File: src/rtl/wb_pkg.sv
// wb_pkg: shared write-back widths and request record for the register-file write port
package wb_pkg;
  localparam int DATA_WIDTH = 32;
  localparam int ADDR_WIDTH = 5;
  typedef struct packed {
    logic [ADDR_WIDTH-1:0] waddr;
    logic [DATA_WIDTH-1:0] wdata;
  } wb_req_t;
endpackage

File: src/rtl/wb_fifo.sv
// wb_fifo: small synchronous FIFO buffering load returns until the write port is free
module wb_fifo
  import wb_pkg::*;
#(
  parameter int FIFO_DEPTH = 2
) (
  input  logic    clk,
  input  logic    rst,
  input  logic    push,
  input  logic    pop,
  input  wb_req_t din,
  output wb_req_t head,
  output logic    full,
  output logic    empty
);
  localparam int AW = $clog2(FIFO_DEPTH);
  wb_req_t mem_q [FIFO_DEPTH];
  logic [AW-1:0] wr_q, rd_q;
  logic [AW:0] cnt_q;
  logic do_push, do_pop;
  assign full = cnt_q == (AW+1)'(FIFO_DEPTH);
  assign empty = cnt_q == '0;
  assign head = mem_q[rd_q];
  assign do_push = push && !full;
  assign do_pop = pop && !empty;
  // pointers wrap naturally because the depth is a power of two
  always_ff @(posedge clk) begin
    if (rst) begin
      wr_q <= '0;
      rd_q <= '0;
      cnt_q <= '0;
    end else begin
      if (do_push) mem_q[wr_q] <= din;
      wr_q <= do_push ? wr_q + 1'b1 : wr_q;
      rd_q <= do_pop ? rd_q + 1'b1 : rd_q;
      cnt_q <= cnt_q + (AW+1)'(do_push) - (AW+1)'(do_pop);
    end
  end
endmodule

File: src/rtl/reg_wb_sched.sv
// reg_wb_sched: shares the register-file write port between ALU results and buffered load returns
module reg_wb_sched #(
  parameter int DATA_WIDTH = wb_pkg::DATA_WIDTH,
  parameter int ADDR_WIDTH = wb_pkg::ADDR_WIDTH,
  parameter int FIFO_DEPTH = 2
) (
  input  logic                  clk,
  input  logic                  rst,
  input  logic                  alu_valid,
  output logic                  alu_ready,
  input  logic [ADDR_WIDTH-1:0] alu_waddr,
  input  logic [DATA_WIDTH-1:0] alu_wdata,
  input  logic                  mem_valid,
  output logic                  mem_ready,
  input  logic [ADDR_WIDTH-1:0] mem_waddr,
  input  logic [DATA_WIDTH-1:0] mem_wdata,
  input  logic                  ld_issue,
  input  logic [ADDR_WIDTH-1:0] ld_issue_addr,
  input  logic [ADDR_WIDTH-1:0] chk_raddr1,
  input  logic [ADDR_WIDTH-1:0] chk_raddr2,
  output logic                  hazard,
  output logic                  rf_wen,
  output logic [ADDR_WIDTH-1:0] rf_waddr,
  output logic [DATA_WIDTH-1:0] rf_wdata
);
  import wb_pkg::*;
  wb_req_t din, head;
  logic full, empty, fifo_ne, mem_wins, mem_gnt, alu_gnt, contend;
  logic prio_q, prio_d;
  logic [2**ADDR_WIDTH-1:0] pend_q, pend_d;
  assign din = '{waddr: mem_waddr, wdata: mem_wdata};
  wb_fifo #(.FIFO_DEPTH(FIFO_DEPTH)) u_fifo (
    .clk(clk), .rst(rst), .push(mem_valid && mem_ready), .pop(mem_gnt),
    .din(din), .head(head), .full(full), .empty(empty)
  );
  assign fifo_ne = !empty;
  assign mem_wins = fifo_ne && (full || prio_q);
  assign alu_ready = !rst && !mem_wins;
  assign mem_ready = !full;
  assign mem_gnt = !rst && fifo_ne && (mem_wins || !alu_valid);
  assign alu_gnt = alu_valid && alu_ready;
  assign contend = !rst && fifo_ne && alu_valid;
  assign rf_waddr = mem_gnt ? head.waddr : alu_waddr;
  assign rf_wdata = mem_gnt ? head.wdata : alu_wdata;
  assign rf_wen = (mem_gnt || alu_gnt) && rf_waddr != '0;
  assign hazard = (chk_raddr1 != '0 && pend_q[chk_raddr1]) || (chk_raddr2 != '0 && pend_q[chk_raddr2]);
  assign prio_d = contend ? !prio_q : prio_q;
  // scoreboard next state: drained load clears its bit, a new issue sets (set wins)
  always_comb begin
    pend_d = pend_q;
    if (mem_gnt) pend_d[head.waddr] = 1'b0;
    if (ld_issue && ld_issue_addr != '0) pend_d[ld_issue_addr] = 1'b1;
  end
  // scoreboard and round-robin priority registers
  always_ff @(posedge clk) begin
    if (rst) begin
      pend_q <= '0;
      prio_q <= 1'b1;
    end else begin
      pend_q <= pend_d;
      prio_q <= prio_d;
    end
  end
endmodule

File: config.mk
export PLATFORM = sky130hd
export DESIGN_NAME = reg_wb_sched
export DESIGN_NICKNAME = d
export VERILOG_FILES = /design/src/rtl/wb_pkg.sv /design/src/rtl/wb_fifo.sv /design/src/rtl/reg_wb_sched.sv
export SDC_FILE = /design/constraint.sdc
export NUM_CORES = 1
export LEC_CHECK = 0
export BUFFER_PORTS_ARGS = -buffer_cell sky130_fd_sc_hd__buf_4
export CORE_ASPECT_RATIO = 1.1
export CORE_MARGIN = 5
export CORE_UTILIZATION = 30
export DETAILED_ROUTE_END_ITERATION = 10
export MAX_ROUTING_LAYER = met4
export PLACE_DENSITY_LB_ADDON = 0.2
export REMOVE_ABC_BUFFERS = 1
export SYNTH_ARGS = -nofsm -noshare
export SYNTH_HDL_FRONTEND = slang
export SYNTH_SLANG_ARGS = --single-unit
File: constraint.sdc
create_clock -name clk -period 5.1 [get_ports clk]
set_input_delay 1.02 -clock clk [delete_from_list [all_inputs] [get_ports clk]]
set_output_delay 1.02 -clock clk [all_outputs]
set_load 0.1 [all_outputs]
# After elaboration in Yosys (flattened, before gate mapping)
# Memories as Yosys holds them, arrays and structs flattened. A register that Yosys moved wholly into a read port is not among the register bits.
# Cells that the tools add are included.
[word_totals] ramBits=74 elab_cells=67 n_memories=1 ff_bits=37
[mem_list] memory="u_fifo.mem_q" words=2 width=37 read_ports=1 rd_ports_with_merged_regs=1 write_ports=1 line="wb_fifo.sv:17" rtl="wb_req_t mem_q [FIFO_DEPTH];"
[classes] magnitude_cmp=6 n_eq_ne=1 n_bitwise=3 add_sub_neg=4 n_reduce_logical=30 n_mux=17
[ops] op="32-bit two-way mux" n=3
[ops] op="32-bit bitwise AND" n=1
[ops] op="32-bit inverter" n=1
[ops] op="32-bit OR" n=1
[ops] op="5-bit by 6-bit less-than comparator with 1-bit output, second input constant" n=4
[ops] op="5-bit nonzero test" n=4
[ops] op="1-bit logical AND" n=15
[ops] op="1-bit binary-select mux with 5-bit select" n=2
[ops] op="1-bit demux with 5-bit select" n=2
[ops] op="5-bit by 1-bit greater-or-equal comparator with 1-bit output, second input constant" n=2
[ops] op="1-bit two-way mux" n=9
[ops] op="1-bit zero test" n=6
[ops] op="5-bit two-way mux" n=1
[ops] op="1-bit logical OR" n=4
[ops] op="1-bit adder, second input constant" n=2
[ops] op="2-bit by 1-bit adder with 2-bit output" n=1
[ops] op="2-bit == test, second input constant" n=1
[ops] op="2-bit zero test" n=1
[ops] op="2-bit by 1-bit subtractor with 2-bit output" n=1

# Longest topological paths before layout
# Gate-level depths: netlist (run 1).
[depth] word_depth=9 depth_mapped=10 depth_no_buf=8

# Cells and area by module
# From an unflattened synthesis (run 1), not the netlist that was laid out.
[hier_totals] cells_unflattened=481 hier_area_um2=5362.6
[by_module_without_submodules] mod="wb_fifo" cells_each=140 area_each_um2=2936.6 seq_area_each_um2=2322.2 n_inst=1
[by_module_without_submodules] mod="reg_wb_sched" cells_each=341 area_each_um2=2426.1 seq_area_each_um2=660.6 n_inst=1

# Worst setup path after synthesis (run 1)
# OpenSTA, ideal clock, no wires.
[synth_timing] path_kind="input port to output port" startpoint="input rst" endpoint="output rf_wen" stages=6 path_slack_ps=-268 t_arrival_ps=4348 required_ps=4080 path_cell_list="clkbuf_1 a311oi_2 clkbuf_1 nor2_1 a21oi_1 o31a_1"
[synth_between] elab_chain_len=6
[synth_lines] item="from (decl)" line="reg_wb_sched.sv:8" rtl="input logic rst,"
[synth_lines] item="1-bit zero test" line="reg_wb_sched.sv:40" rtl="assign mem_gnt = !rst && fifo_ne && (mem_wins || !alu_valid);"
[synth_lines] item="1-bit logical AND (2 in a row)" line="reg_wb_sched.sv:40"
[synth_lines] item="5-bit two-way mux" line="reg_wb_sched.sv:43" rtl="assign rf_waddr = mem_gnt ? head.waddr : alu_waddr;"
[synth_lines] item="named net rf_waddr[4]" line="reg_wb_sched.sv:23" rtl="output logic [ADDR_WIDTH-1:0] rf_waddr,"
[synth_lines] item="5-bit nonzero test" line="reg_wb_sched.sv:45" rtl="assign rf_wen = (mem_gnt || alu_gnt) && rf_waddr != '0;"
[synth_lines] item="1-bit logical AND" line="reg_wb_sched.sv:45"
[synth_lines] item="to (decl)" line="reg_wb_sched.sv:22" rtl="output logic rf_wen,"
# The timed path passes the listed nets, and every way through them passes these cells.

# Worst setup path in the final report (run 1)
[layout_timing] startpoint="input chk_raddr2[0]" endpoint="output hazard"
[layout_between] elab_chain_len=4
[layout_lines] item="from (decl)" line="reg_wb_sched.sv:20" rtl="input logic [ADDR_WIDTH-1:0] chk_raddr2,"
[layout_lines] item="1-bit binary-select mux with 5-bit select" line="reg_wb_sched.sv:46" rtl="assign hazard = (chk_raddr1 != '0 && pend_q[chk_raddr1]) || (chk_raddr2 != '0 && pend_q[chk_raddr2]);"
[layout_lines] item="1-bit two-way mux (implied by the code)" line="reg_wb_sched.sv:46"
[layout_lines] item="1-bit logical AND *" line="reg_wb_sched.sv:46"
[layout_lines] item="1-bit logical OR *" line="reg_wb_sched.sv:46"
[layout_lines] item="to (decl)" line="reg_wb_sched.sv:21" rtl="output logic hazard,"
# Mark *: on every way between the ends. The rest lies on a longest branch, timed or not. The select of a mux whose other input is x is not followed.

==> results.py, run 1 <==
metrics = {
    "outcome": {
        "status": "complete, no violations",
    },
    "floorplan": {
        "num_rows": 50,
        "die_h_microns": 148,
        "start_util_pct": 30.4,
        "dieArea_sq_mm": 0.0200,
        "io_pins": 135,
        "fp.dieW_microns": 135,
        "core_region_area_sq_mm": 0.0170,
    },
    "clock_tree": {
        "insertion_delay_ns": 0.36,
        "cts_hold_buf": 0,
        "ctsResizeCount": 0,
        "cts_root_buf": "clkbuf_16",
        "cts_setup_buffers": 0,
        "clk_pin_slew_ns": 0.07,
        "cts-htree-levels": 3,
        "numCtsBuffers": 9,
        "cts_tree": "done",
        "cts_sinks": 111,
        "clk_path_buf_depth": 2,
    },
    "yosys": {
        "synthDominantCellAreaShare_pct": 42.9,
        "synth_top_area_cell": "edfxtp_1",
        "ys_seq_elements": 111,
        "ys.warnings.count": 0,
        "synth.most_common_cell": "edfxtp_1",
        "synth_edf_count": 74,
        "syn_area_per_cell_sq_um": 11.2,
        "synth-async-reset-ratio_pct": 0,
        "netlist_area_sq_mm": 0.00518,
        "synth_cell_types": 42,
        "synthTopCellsByArea": "edfxtp_1 (43%), dfxtp_1 (14%), mux2i_1 (8.9%)",
        "syn_inst": 461,
        "ys_seq_area_share_pct": 57.2,
        "yosys-top-cells-count": "edfxtp_1 (74), a21oi_1 (66), nor2_1 (57)",
        "synthFlopType": "edfxtp_1",
    },
    "power_and_ir_drop": {
        "p_sw_mw": 1.64,
        "powerDensity_mw_per_mm2": 520,
        "power_mw": 3.51,
        "sw_frac_of_total_pct": 46.7,
        "internal_power_mw": 1.87,
        "irDropWorstVdd_mv": 0.433,
        "seqPwrFrac_pct": 30.7,
        "pwr-share-comb_pct": 47.4,
        "clkPwrFrac_pct": 21.9,
        "p_leak_nw": 2.47,
    },
    "global_routing": {
        "grt_pass1_vias": 3991,
        "gr-total-overflow": 0,
        "grt_use_total_pct": 13.3,
        "grt_pass1_wl_mm": 20.4,
        "grt_max_degree": 65,
        "antenna_found_initial": 0,
    },
    "drt": {
        "postRouteAntennaNets": 0,
        "firstDrtPassIters": 4,
        "vias": 3914,
        "drt_iter0_markers": 237,
        "drcViolationCount": 0,
        "wl_mm": 12.7,
        "vias_per_cell": 4.76,
        "wl_per_cell_microns": 15.5,
    },
    "place": {
        "hpwl_mm": 9.14,
        "portBuffers": 134,
        "gp_congestion": 0.819,
    },
    "setup_path": {
        "crit_path_frequent_cell": "buf_4",
        "critPathMaxStageDelay_ns": 0.51,
        "crit_required_ns": 4.08,
        "worstPathCellList": "buf_4 > mux4_2 > mux2i_1 > nor3b_1 > a311o_1 > or4_1 > buf_4",
        "crit_path_end_kind": "output pin",
        "critPathLaunchType": "primary input",
        "slowest_stage": "mux4_2",
        "crit_arrival_ns": 2.99,
        "crit_type": "in -> out",
        "path_max_fanout": 9,
    },
    "sta": {
        "period_share_pct": 78.6,
        "fmax_ghz": 0.249,
        "grt_setup_unrepaired": "no",
        "hold_viol": 0,
        "worst_pin_slew_ns": 0.796,
        "finalMaxSlewViolations": 0,
        "min_period_ns": 4.01,
        "finalSetupViolations": 0,
        "worst_hold_slack_ns": 0.498,
        "slew_headroom_pct": 47.0,
        "skew_ns": 0.00696,
    },
    "layout": {
        "antennaDiodeCount": 0,
        "drive_gt1_share_pct": 29.4,
        "fillerInstances": 1710,
        "area_growth_pct": 30.0,
        "final_nets": 679,
    },
    "hold_path": {
        "hp-class": "reg -> reg",
    },
    "run": {
        "max_cap_violations": 0,
    },
}
==> flip-flops by register name, indices dropped and copies added, names as in the netlist, named ones only <==
register      cells
pend_q           31
prio_q            1
u_fifo.cnt_q      2
u_fifo.mem_q     74
u_fifo.rd_q       1
u_fifo.wr_q       1
==> through the flow <==
step	setup slack, ns	cells	cell area [sq um]	TNS [ns]	util (%)
after floorplan	-2.33	434	5050	-47.42	-
after global placement	1.08	806	6410	0	37.7
after detailed placement	1.06	806	6410	0	37.7
after CTS	1.06	822	6740	0	39.6
after global routing	0.912	822	6740	0	39.6
final	1.09	822	6740	0	39.6
==> routing by layer <==
layer	GRT usage [%]	part of all wire, %	up-vias
met4	4.74	1.5	0
met2	21.4	47	126
met5	-	0	-
li1	-	-	1924
met1	16.4	45	1848
met3	3.03	6.5	16
==> area by class of cell <==
type | instances | area (sq um) | share of cell area, %
sequential | 111 | 2960 | 44.0
inverter | 9 | 33.8 | 0.501
tap | 234 | 293 | 4.35
multi-input combinational | 314 | 2070 | 30.7
timing repair buffer | 138 | 1050 | 15.6
clock inverter | 7 | 101 | 1.50
clock buffer | 9 | 225 | 3.34
==> placed cells by master (no fill, tap or decap), types with 5 or more instances in the layout <==
cell type / n
edfxtp_1: 74
mux2_2: 5
a21oi_1: 66
nand2b_1: 5
dfxtp_1: 36
mux4_2: 9
nand2_1: 50
buf_4: 137
clkbuf_16: 9
nor2_1: 57
mux2i_1: 46
inv_1: 9
o21ai_0: 34
==> power groups by stage <==
stage	sequential [mW]	combinational (mW)	clock (mW)
finish	1.08	1.66	0.769
global route	1.08	1.75	0.833
CTS	1.08	1.68	0.792
detailed placement	1.10	1.68	0
global placement	1.09	1.66	0
floorplan	1.13	1.26	0
==> final timing paths <==
kind,start,endpoint,slack (ns),depth (start not counted)
hold reg to reg,pend_q[1],pend_q[1],0.50,2
setup / recovery,chk_raddr2[0],hazard,1.09,7
hold / removal,pend_q[1],pend_q[1],0.50,2
setup reg to reg,u_fifo.cnt_q[0],u_fifo.cnt_q[1],2.82,8
==> cells by family after synthesis <==
group / count (synthesis) / synth area share, %
compound gates: 113 / 11.8
xor+xnor: 5 / 0.845
fa+ha+maj: 2 / 0.483
buf+inv: 36 / 3.26
flops: 111 / 57.2
mux: 64 / 15.9
simple gates: 130 / 10.6
==> critical path: cells and delay by family <==
family	cells	cell delay, ns
mux	2	0.67
buf+inv	2	0.41
compound gates	1	0.31
simple gates	2	0.58
(Power assumes the default switching activity.)
==> run 2, diff against run 1 <==
==> constraint.sdc (replaced) <==
create_clock -name clk -period 3.61 [get_ports clk]
set_input_delay 0.722 -clock clk [delete_from_list [all_inputs] [get_ports clk]]
set_output_delay 0.722 -clock clk [all_outputs]
set_load 0.1 [all_outputs]
==> run 2 against run 1 <==
Against the previous run:
- final cell count increased by 0.24%
- cell area decreased by 0.33%
- critical path type unchanged
- hold slack improved by 0.0018 ns
- die area unchanged
- routed wire length grew 0.70%
- combinational power rose by 40%
- global-route usage is essentially flat
- critical endpoint unchanged
==> results.py, run 2 (synthesis gave the netlist of run 1 again) <==
metrics = {
    "sta": {
        "period_share_pct": 94.7,
        "fin_setup_tns_ns": 0,
        "skew_ns": 0.0115,
        "fmax_ghz": 0.293,
        "worst_hold_slack_ns": 0.500,
        "worst_pin_slew_ns": 0.747,
        "finalSetupViolations": 0,
        "min_period_ns": 3.42,
        "finalMaxSlewViolations": 0,
        "fin_ws_ns": 0.192,
        "hold_viol": 0,
        "grt_setup_unrepaired": "no",
        "slew_headroom_pct": 50.1,
    },
    "layout": {
        "drive_gt1_share_pct": 29.7,
        "reg_top3": "u_fifo.mem_q (74), pend_q (31), u_fifo.cnt_q (2)",
        "stdcell_area_sq_mm": 0.00671,
        "antennaDiodeCount": 0,
        "area_growth_pct": 29.6,
        "final_nets": 681,
        "largest_reg_flops": 74,
        "layout_commonest_cell": "buf_4",
        "top_register": "u_fifo.mem_q",
        "fin_util_pct": 39.5,
        "layout_common_cells": "buf_4 (139), edfxtp_1 (74), a21oi_1 (66)",
        "fillerInstances": 1730,
        "stdcell_count": 824,
    },
    "run": {
        "max_cap_violations": 0,
    },
    "place": {
        "portBuffers": 134,
        "dpl_worst_slack_ns": 0.172,
        "gp_congestion": 0.868,
        "place_area_sq_mm": 0.00642,
        "hpwl_mm": 9.42,
        "place_inst": 808,
    },
    "clock_tree": {
        "cts-htree-levels": 3,
        "cts_sinks": 111,
        "cts_setup_buffers": 0,
        "insertion_delay_ns": 0.35,
        "cts_hold_buf": 0,
        "clk_pin_slew_ns": 0.07,
        "ctsResizeCount": 0,
        "numCtsBuffers": 9,
        "clk_path_buf_depth": 2,
        "cts_tree": "done",
        "cts_root_buf": "clkbuf_16",
    },
    "floorplan": {
        "fp.dieW_microns": 135,
        "dieArea_sq_mm": 0.0200,
        "start_util_pct": 30.4,
        "num_rows": 50,
        "io_pins": 135,
        "die_h_microns": 148,
        "core_region_area_sq_mm": 0.0170,
    },
    "drt": {
        "vias": 3935,
        "postRouteAntennaNets": 0,
        "wl_per_cell_microns": 15.5,
        "drt_iter0_markers": 177,
        "firstDrtPassIters": 5,
        "wl_mm": 12.8,
        "drcViolationCount": 0,
        "vias_per_cell": 4.78,
    },
    "power_and_ir_drop": {
        "irDropWorstVdd_mv": 0.496,
        "power_mw": 4.82,
        "p_leak_nw": 2.47,
        "powerDensity_mw_per_mm2": 718,
    },
    "hold_path": {
        "hold_path_depth": 2,
        "hp-class": "reg -> reg",
        "holdPathEnd": "pend_q[25]",
        "min_from": "pend_q[25]",
    },
    "setup_path": {
        "path_max_fanout": 9,
        "critPathLaunchType": "primary input",
        "rr_endpoint": "pend_q[6]",
        "crit_type": "in -> out",
        "crit_required_ns": 2.89,
        "crit_arrival_ns": 2.70,
        "r2r_setup_slack_ns": 1.24,
        "r2r_cells": 6,
        "crit_path_end_kind": "output pin",
    },
    "global_routing": {
        "grt_max_degree": 65,
        "grt_pass1_vias": 4116,
        "antenna_found_initial": 0,
        "grt_use_total_pct": 13.3,
        "gr-total-overflow": 0,
        "grt_pass1_wl_mm": 20.5,
    },
    "outcome": {
        "status": "complete, no violations",
    },
}
-- run 2: where the power goes --
group	leakage [nW]	internal, mW	switching (mW)
Combinational	1.35	0.559	1.76
Sequential	0.978	1.47	0.0847
Clock	0.139	0.480	0.470
Total	2.47	2.51	2.32
-- run 2: how the worst max path moves through the flow --
stage | start | end | slack, ns | cells past startpoint
2_1_floorplan | alu_valid | rf_wen | -3.22 | 3
3_3_place_gp | chk_raddr2[0] | hazard | 0.19 | 7
3_5_place_dp | chk_raddr2[0] | hazard | 0.17 | 7
4_1_cts | chk_raddr2[0] | hazard | 0.17 | 7
5_1_grt | chk_raddr2[0] | hazard | 0.08 | 7
6_report | chk_raddr2[0] | hazard | 0.19 | 7
-- run 2: area by class of cell --
cell class	instances	area, sq um	share of cell area (%)
inverter	9	33.8	0.503
tap	234	293	4.36
clock buffer	9	225	3.35
timing repair buffer	140	1060	15.8
multi-input combinational	314	2070	30.8
clock inverter	7	63.8	0.950
sequential	111	2960	44.1
-- run 2: critical path, cell delays in order --
cell     delay, ns
buf_4         0.17
mux4_2        0.51
mux2i_1       0.15
nor3b_1       0.06
a311o_1       0.31
or4_1         0.51
buf_4         0.25
-- run 2: layer usage --
layer,global-route usage [%],wire length (microns)
met1,16.3,5660
met2,21.3,6040
met3,3.85,910
met4,3.98,178
met5,-,0
